File: config.mk
export PLATFORM = sky130hd
export DESIGN_NAME = angle_reducer
export DESIGN_NICKNAME = d
export VERILOG_FILES = /design/src/rtl/angle_reducer_pkg.sv /design/src/rtl/angle_reducer_quadrant_fold.sv /design/src/rtl/angle_reducer.sv
export SDC_FILE = /design/constraint.sdc
export NUM_CORES = 1
export LEC_CHECK = 0
export CORE_MARGIN = 2
export CORE_UTILIZATION = 43
export CTS_BUF_LIST = sky130_fd_sc_hd__clkbuf_16
export DETAILED_ROUTE_END_ITERATION = 10
export GPL_TIMING_DRIVEN = 0
export PLACE_DENSITY_LB_ADDON = 0.2
export SYNTH_ARGS = -nofsm -noshare
export SYNTH_HDL_FRONTEND = slang
export SYNTH_HIERARCHICAL = 1
export SYNTH_SLANG_ARGS = --single-unit
File: constraint.sdc
create_clock -name clk -period 9.4 [get_ports clk]
set_input_delay 2.35 -clock clk [delete_from_list [all_inputs] [get_ports clk]]
set_output_delay 2.35 -clock clk [all_outputs]
set_load 0.02 [all_outputs]
File: src/rtl/angle_reducer_pkg.sv
// Shared constants for the angle front ends: full turn, reduction
// step count and FSM state encoding.
package angle_reducer_pkg;

    localparam int unsigned DEG_FULL = 360;
    localparam int unsigned STEPS    = 24;
    localparam int unsigned K_W      = 5;

    localparam logic [1:0] ST_IDLE   = 2'd0;
    localparam logic [1:0] ST_REDUCE = 2'd1;
    localparam logic [1:0] ST_MAP    = 2'd2;
    localparam logic [1:0] ST_DONE   = 2'd3;

endpackage

File: src/rtl/angle_reducer_quadrant_fold.sv
// Folds a reduced angle 0..359 into quadrant, 0..90 reference
// angle and a pole flag for the tangent LUT.
module quadrant_fold (
    input  logic [8:0] a,
    output logic [1:0] quadrant,
    output logic [8:0] ref_angle,
    output logic       pole
);

    always_comb begin
        quadrant  = 2'd0;
        ref_angle = a;
        unique case (1'b1)
            (a < 9'd90): begin
                quadrant  = 2'd0;
                ref_angle = a;
            end
            (a >= 9'd90 && a < 9'd180): begin
                quadrant  = 2'd1;
                ref_angle = 9'd180 - a;
            end
            (a >= 9'd180 && a < 9'd270): begin
                quadrant  = 2'd2;
                ref_angle = a - 9'd180;
            end
            (a >= 9'd270): begin
                quadrant  = 2'd3;
                ref_angle = 9'd360 - a;
            end
            default: ;
        endcase
    end

    assign pole = (a == 9'd90) || (a == 9'd270);

endmodule

File: src/rtl/angle_reducer.sv
// Reduces an unsigned degree angle modulo 360 by shift-subtract,
// then folds it into quadrant + reference angle for the tangent LUT.
module angle_reducer #(
    parameter int DATA_WIDTH = 32
) (
    input  logic                  clk,
    input  logic                  reset,
    input  logic [DATA_WIDTH-1:0] in_angle,
    input  logic                  in_valid,
    output logic                  in_ready,
    output logic [DATA_WIDTH-1:0] ref_angle,
    output logic [1:0]            quadrant,
    output logic                  pole,
    output logic                  out_valid,
    input  logic                  out_ready
);
    import angle_reducer_pkg::*;

    localparam int WW = DATA_WIDTH + 9;

    logic [1:0]            state_q, state_d;
    logic [K_W-1:0]        k_q, k_d;
    logic [DATA_WIDTH-1:0] rem_q, rem_d;
    logic [DATA_WIDTH-1:0] ref_angle_q, ref_angle_d;
    logic [1:0]            quadrant_q, quadrant_d;
    logic                  pole_q, pole_d;
    logic                  out_valid_q, out_valid_d;

    // Wide compare so 360 << 23 cannot wrap at DATA_WIDTH bits
    logic [WW-1:0] rem_w, sub_w, diff_w;
    assign rem_w  = {9'd0, rem_q};
    assign sub_w  = WW'(DEG_FULL) << k_q;
    assign diff_w = rem_w - sub_w;

    logic [1:0] fold_quadrant;
    logic [8:0] fold_ref;
    logic       fold_pole;

    quadrant_fold u_fold (
        .a         (rem_q[8:0]),
        .quadrant  (fold_quadrant),
        .ref_angle (fold_ref),
        .pole      (fold_pole)
    );

    always_comb begin
        state_d     = state_q;
        k_d         = k_q;
        rem_d       = rem_q;
        ref_angle_d = ref_angle_q;
        quadrant_d  = quadrant_q;
        pole_d      = pole_q;
        out_valid_d = out_valid_q;
        unique case (state_q)
            ST_IDLE: begin
                if (in_valid) begin
                    rem_d   = in_angle;
                    k_d     = K_W'(STEPS - 1);
                    state_d = ST_REDUCE;
                end
            end
            ST_REDUCE: begin
                if (rem_w >= sub_w) begin
                    rem_d = diff_w[DATA_WIDTH-1:0];
                end
                if (k_q == '0) begin
                    state_d = ST_MAP;
                end else begin
                    k_d = k_q - 1'b1;
                end
            end
            ST_MAP: begin
                ref_angle_d = DATA_WIDTH'(fold_ref);
                quadrant_d  = fold_quadrant;
                pole_d      = fold_pole;
                out_valid_d = 1'b1;
                state_d     = ST_DONE;
            end
            ST_DONE: begin
                if (out_ready) begin
                    out_valid_d = 1'b0;
                    state_d     = ST_IDLE;
                end
            end
            default: state_d = ST_IDLE;
        endcase
    end

    always_ff @(posedge clk) begin
        if (reset) begin
            state_q     <= ST_IDLE;
            k_q         <= '0;
            rem_q       <= '0;
            ref_angle_q <= '0;
            quadrant_q  <= 2'd0;
            pole_q      <= 1'b0;
            out_valid_q <= 1'b0;
        end else begin
            state_q     <= state_d;
            k_q         <= k_d;
            rem_q       <= rem_d;
            ref_angle_q <= ref_angle_d;
            quadrant_q  <= quadrant_d;
            pole_q      <= pole_d;
            out_valid_q <= out_valid_d;
        end
    end

    assign in_ready  = (state_q == ST_IDLE);
    assign ref_angle = ref_angle_q;
    assign quadrant  = quadrant_q;
    assign pole      = pole_q;
    assign out_valid = out_valid_q;

endmodule

==> results summary <==
The starting DRC count in detailed routing is 377. The floorplan step set the die height to 113 µm. The cell sitting at the root of the clock tree is a clkbuf_16. The clock latency reported for the late side of the worst-skew pair came out at 300 ps. Dividing the detail-routed wire length by the instance count gives 16.4 µm.

The count of buffer and inverter cells on the critical path came out at 2. The run finished, with violations left. The hold slack is 468 ps. Entering global routing, the biggest net connects 17 pins. Of the synthesized area, sequential elements account for 0.203. Traced cell by cell, the critical path runs through clkdlybuf4s50_1 > mux2i_1 > nor2_1 > nor2_1 > o21ai_0 > nor3b_1 > a21o_1 > buf_6 > a21oi_1 > a211oi_1. The via count of the first global-routing pass is 4752. TritonCTS built the clock tree. Once the clock tree was built, the setup fixing pass inserted 0 buffers. The required time of the worst setup path came out at 9620 ps. The placed standard-cell area is 0.00587 mm². The highest clock rate is 0.206 GHz. The share of layout cells above drive strength 1 is 0.105.

The fill cell total of the finished layout came out at 1130. The final hold violation count is 0. The estimated wirelength of the detail-placed design is 11400 µm.

The tightest min-delay check is of the reg -> reg type. In the routed design, unresolved DRC markers number 7. The final reports fail on design-rule violations. In the global route stage, met2 resource usage came out at 0.377. Setup violations remaining at the end of the flow were counted as 0. The number of clock buffers added by TritonCTS is 5. The top cell types in the final layout, fill and taps aside, are 71 x nand2_1, 69 x nor2_1, 55 x a21oi_1. The critical path data arrival time came out at 5080 ps.

In this run the mean area of a mapped cell was 7.79 µm². For this run, the slowest stage of the critical path takes 540 ps. Setup repair after global routing left no endpoint under its margin. CTS saw 52 sinks.

For this run, the total global-route usage over all layers was measured as 0.229. STA classifies the critical path startpoint as an input pin. For this block, the routed nets add up to 14400 µm of wire. The number of primary I/O pins came out at 73. The post-synthesis register bit count is 52. The leakage component of the power came out at 2.45 nW. The global routing stage identified its most utilized layer as met2.

The count of nets left with antenna violations once routing finished came out at 0. The post-layout instance area came out at 0.00601 mm². The largest driver fanout on the critical path came out at 10.

Summing every instance area after synthesis gives 0.00513 mm². The worst hold path begins at rem_q[23]$_SDFFE_PP0P_. The routability congestion estimate from global placement came out at 0.940. The repair_antennas step left the layout with diodes totalling 0. The routed layout has 4936 vias. The final layout net count came out at 822.

The number of instances in the synthesized netlist came out at 658. The measured slew at the worst slew-check pin came out at 959 ps. The max-slew violation count came out at 0. The horizontal extent of the die came out at 113 µm. The beginning of the worst register-to-register path is k_q[2]$_SDFFE_PP0P_. The number of placement rows came out at 39. Buffers inserted to repair hold after CTS numbered 0. The total of warnings raised by yosys is 6. Dividing the final minimum period by the clock period gives 0.517. In this run the tool buffered the top-level ports with 48 buffer cells. The met1 demand-to-capacity share in global routing came out at 0.315. For this run, asynchronously set or reset flops after synthesis account for 0.

The power density normalized to cell area came out at 411 mW/mm². The H-tree depth reported by CTS is 2. The number of vias per cell came out at 5.62. The overall die area came out at 0.0128 mm².

The worst-case IR drop observed on VDD is 0.171 mV. The most used flip-flop cell after synthesis is dfxtp_1. The post-route setup TNS came out at 0 ps.

The initial utilization of the core area, before any placement, comes to 0.445. The first global-routing pass estimated 23700 µm of wire. Gates resized during post-CTS repair numbered 0. For this run, the detailed router's first-pass iteration total came to 8. The area inside the core boundary is 0.0115 mm². The number of enable-type register cells in the synthesized netlist came out at 0. The maximum number of buffers from clock root to sink came out at 2. Across the run, the number of max-cap violations was 0. Tracing the worst setup path back leads to its startpoint at in_valid. For this run the aggregate overflow at the end of global routing stands at 0.

The initial antenna violation count came out at 0. Leaving out fill and tap cells, the most frequent cell in the layout is nand2_1. The area growth from synthesis to layout is 17.3%.

For this design, the slowest cell found on the critical path is nor3b_1. The most prevalent standard cell on the critical path is nor2_1. The final setup skew is 7.24 ps. In this run the tightest slew margin relative to its limit is 0.357. In the global route stage, met3 resource usage came out at 0.0364. The worst setup path is captured at a flip-flop.

The shortest period the worst path allows is 4860 ps. The clock transition at the registers of the reported paths is 70 ps. The count of distinct cell types in the synthesized netlist is 71.

The worst setup path is of the in -> reg kind. The family with the most delay on the worst path is simple AND/OR/NAND/NOR gates.
## logic make-up after synthesis
kind of cell / Yosys count / share of synthesized area
buffers and inverters: 80 / 0.0805
flip-flops: 52 / 0.203
adder cells (fa/ha/maj): 51 / 0.124
other: 1 / 0.000731
AND/OR/NAND/NOR: 225 / 0.207
multiplexers: 40 / 0.0803
XOR/XNOR: 33 / 0.0564
AO/OA/AOI/OAI: 176 / 0.247
## power breakdown
| part | internal [mW] | switching, mW |
|---|---|---|
| Clock | 0.0985 | 0.0900 |
| Combinational | 0.785 | 1.16 |
| Sequential | 0.284 | 0.0593 |
| Total | 1.17 | 1.31 |
## flip-flops by register name (all words and copies together) (netlist names)
| name | flops |
|---|---|
| quadrant | 2 |
| ref_angle | 9 |
| rem_q | 32 |
| pole | 1 |
| k_q | 5 |
| out_valid | 1 |
| state_q | 2 |
## tightest hold or removal path: stages, from the launching register on
cell,delay [ps]
dfxtp_1,320
nand2_1,50
a21oi_1,50
## worst paths after layout
path,endpoint,slack (ps),cells past startpoint
max,rem_q[25]$_SDFFE_PP0P_,4540,10
min,rem_q[23]$_SDFFE_PP0P_,470,2
max reg2reg,rem_q[19]$_SDFFE_PP0P_,4970,15
min reg2reg,rem_q[23]$_SDFFE_PP0P_,470,2
## cell usage after synthesis, types with 14 or more instances
cell	count	area, µm²
a211oi_1	14	105
a211oi_2	15	188
a21oi_1	55	275
buf_4	26	195
clkbuf_1	15	56.3
dfxtp_1	52	1040
ha_1	51	638
inv_1	24	90.1
mux2i_1	36	360
nand2_1	71	267
nand3_1	16	80.1
nor2_1	69	259
nor3_1	15	75.1
o21ai_0	25	125
xnor2_1	19	166
xor2_1	14	123
## metal layers
layer,routed length (µm),share of wire
met3,627,0.044
met5,0,0
met4,201,0.014
met1,6850,0.48
met2,6730,0.47
## per-stage QoR
step / std cells / util / power (mW) / setup WS [ps]
5_1_grt: 879 / 0.522 / 2.71 / 4290
3_5_place_dp: 871 / 0.510 / 2.26 / 4260
4_1_cts: 879 / 0.522 / 2.47 / 4570
3_3_place_gp: 871 / 0.510 / 2.24 / 4320
6_report: 879 / 0.522 / 2.47 / 4540
2_1_floorplan: 680 / - / 1.84 / 5400
## cell type report
cell class                 count  area [µm²]  area share
timing repair buffer          48         480      0.0799
clock inverter                 3        20.0     0.00333
buffer                        53         312      0.0518
inverter                      27         101      0.0169
multi-input combinational    548        3760       0.625
tap                          143         179      0.0297
sequential                    52        1040       0.173
clock buffer                   5         125      0.0208
(Power assumes the default switching activity.)
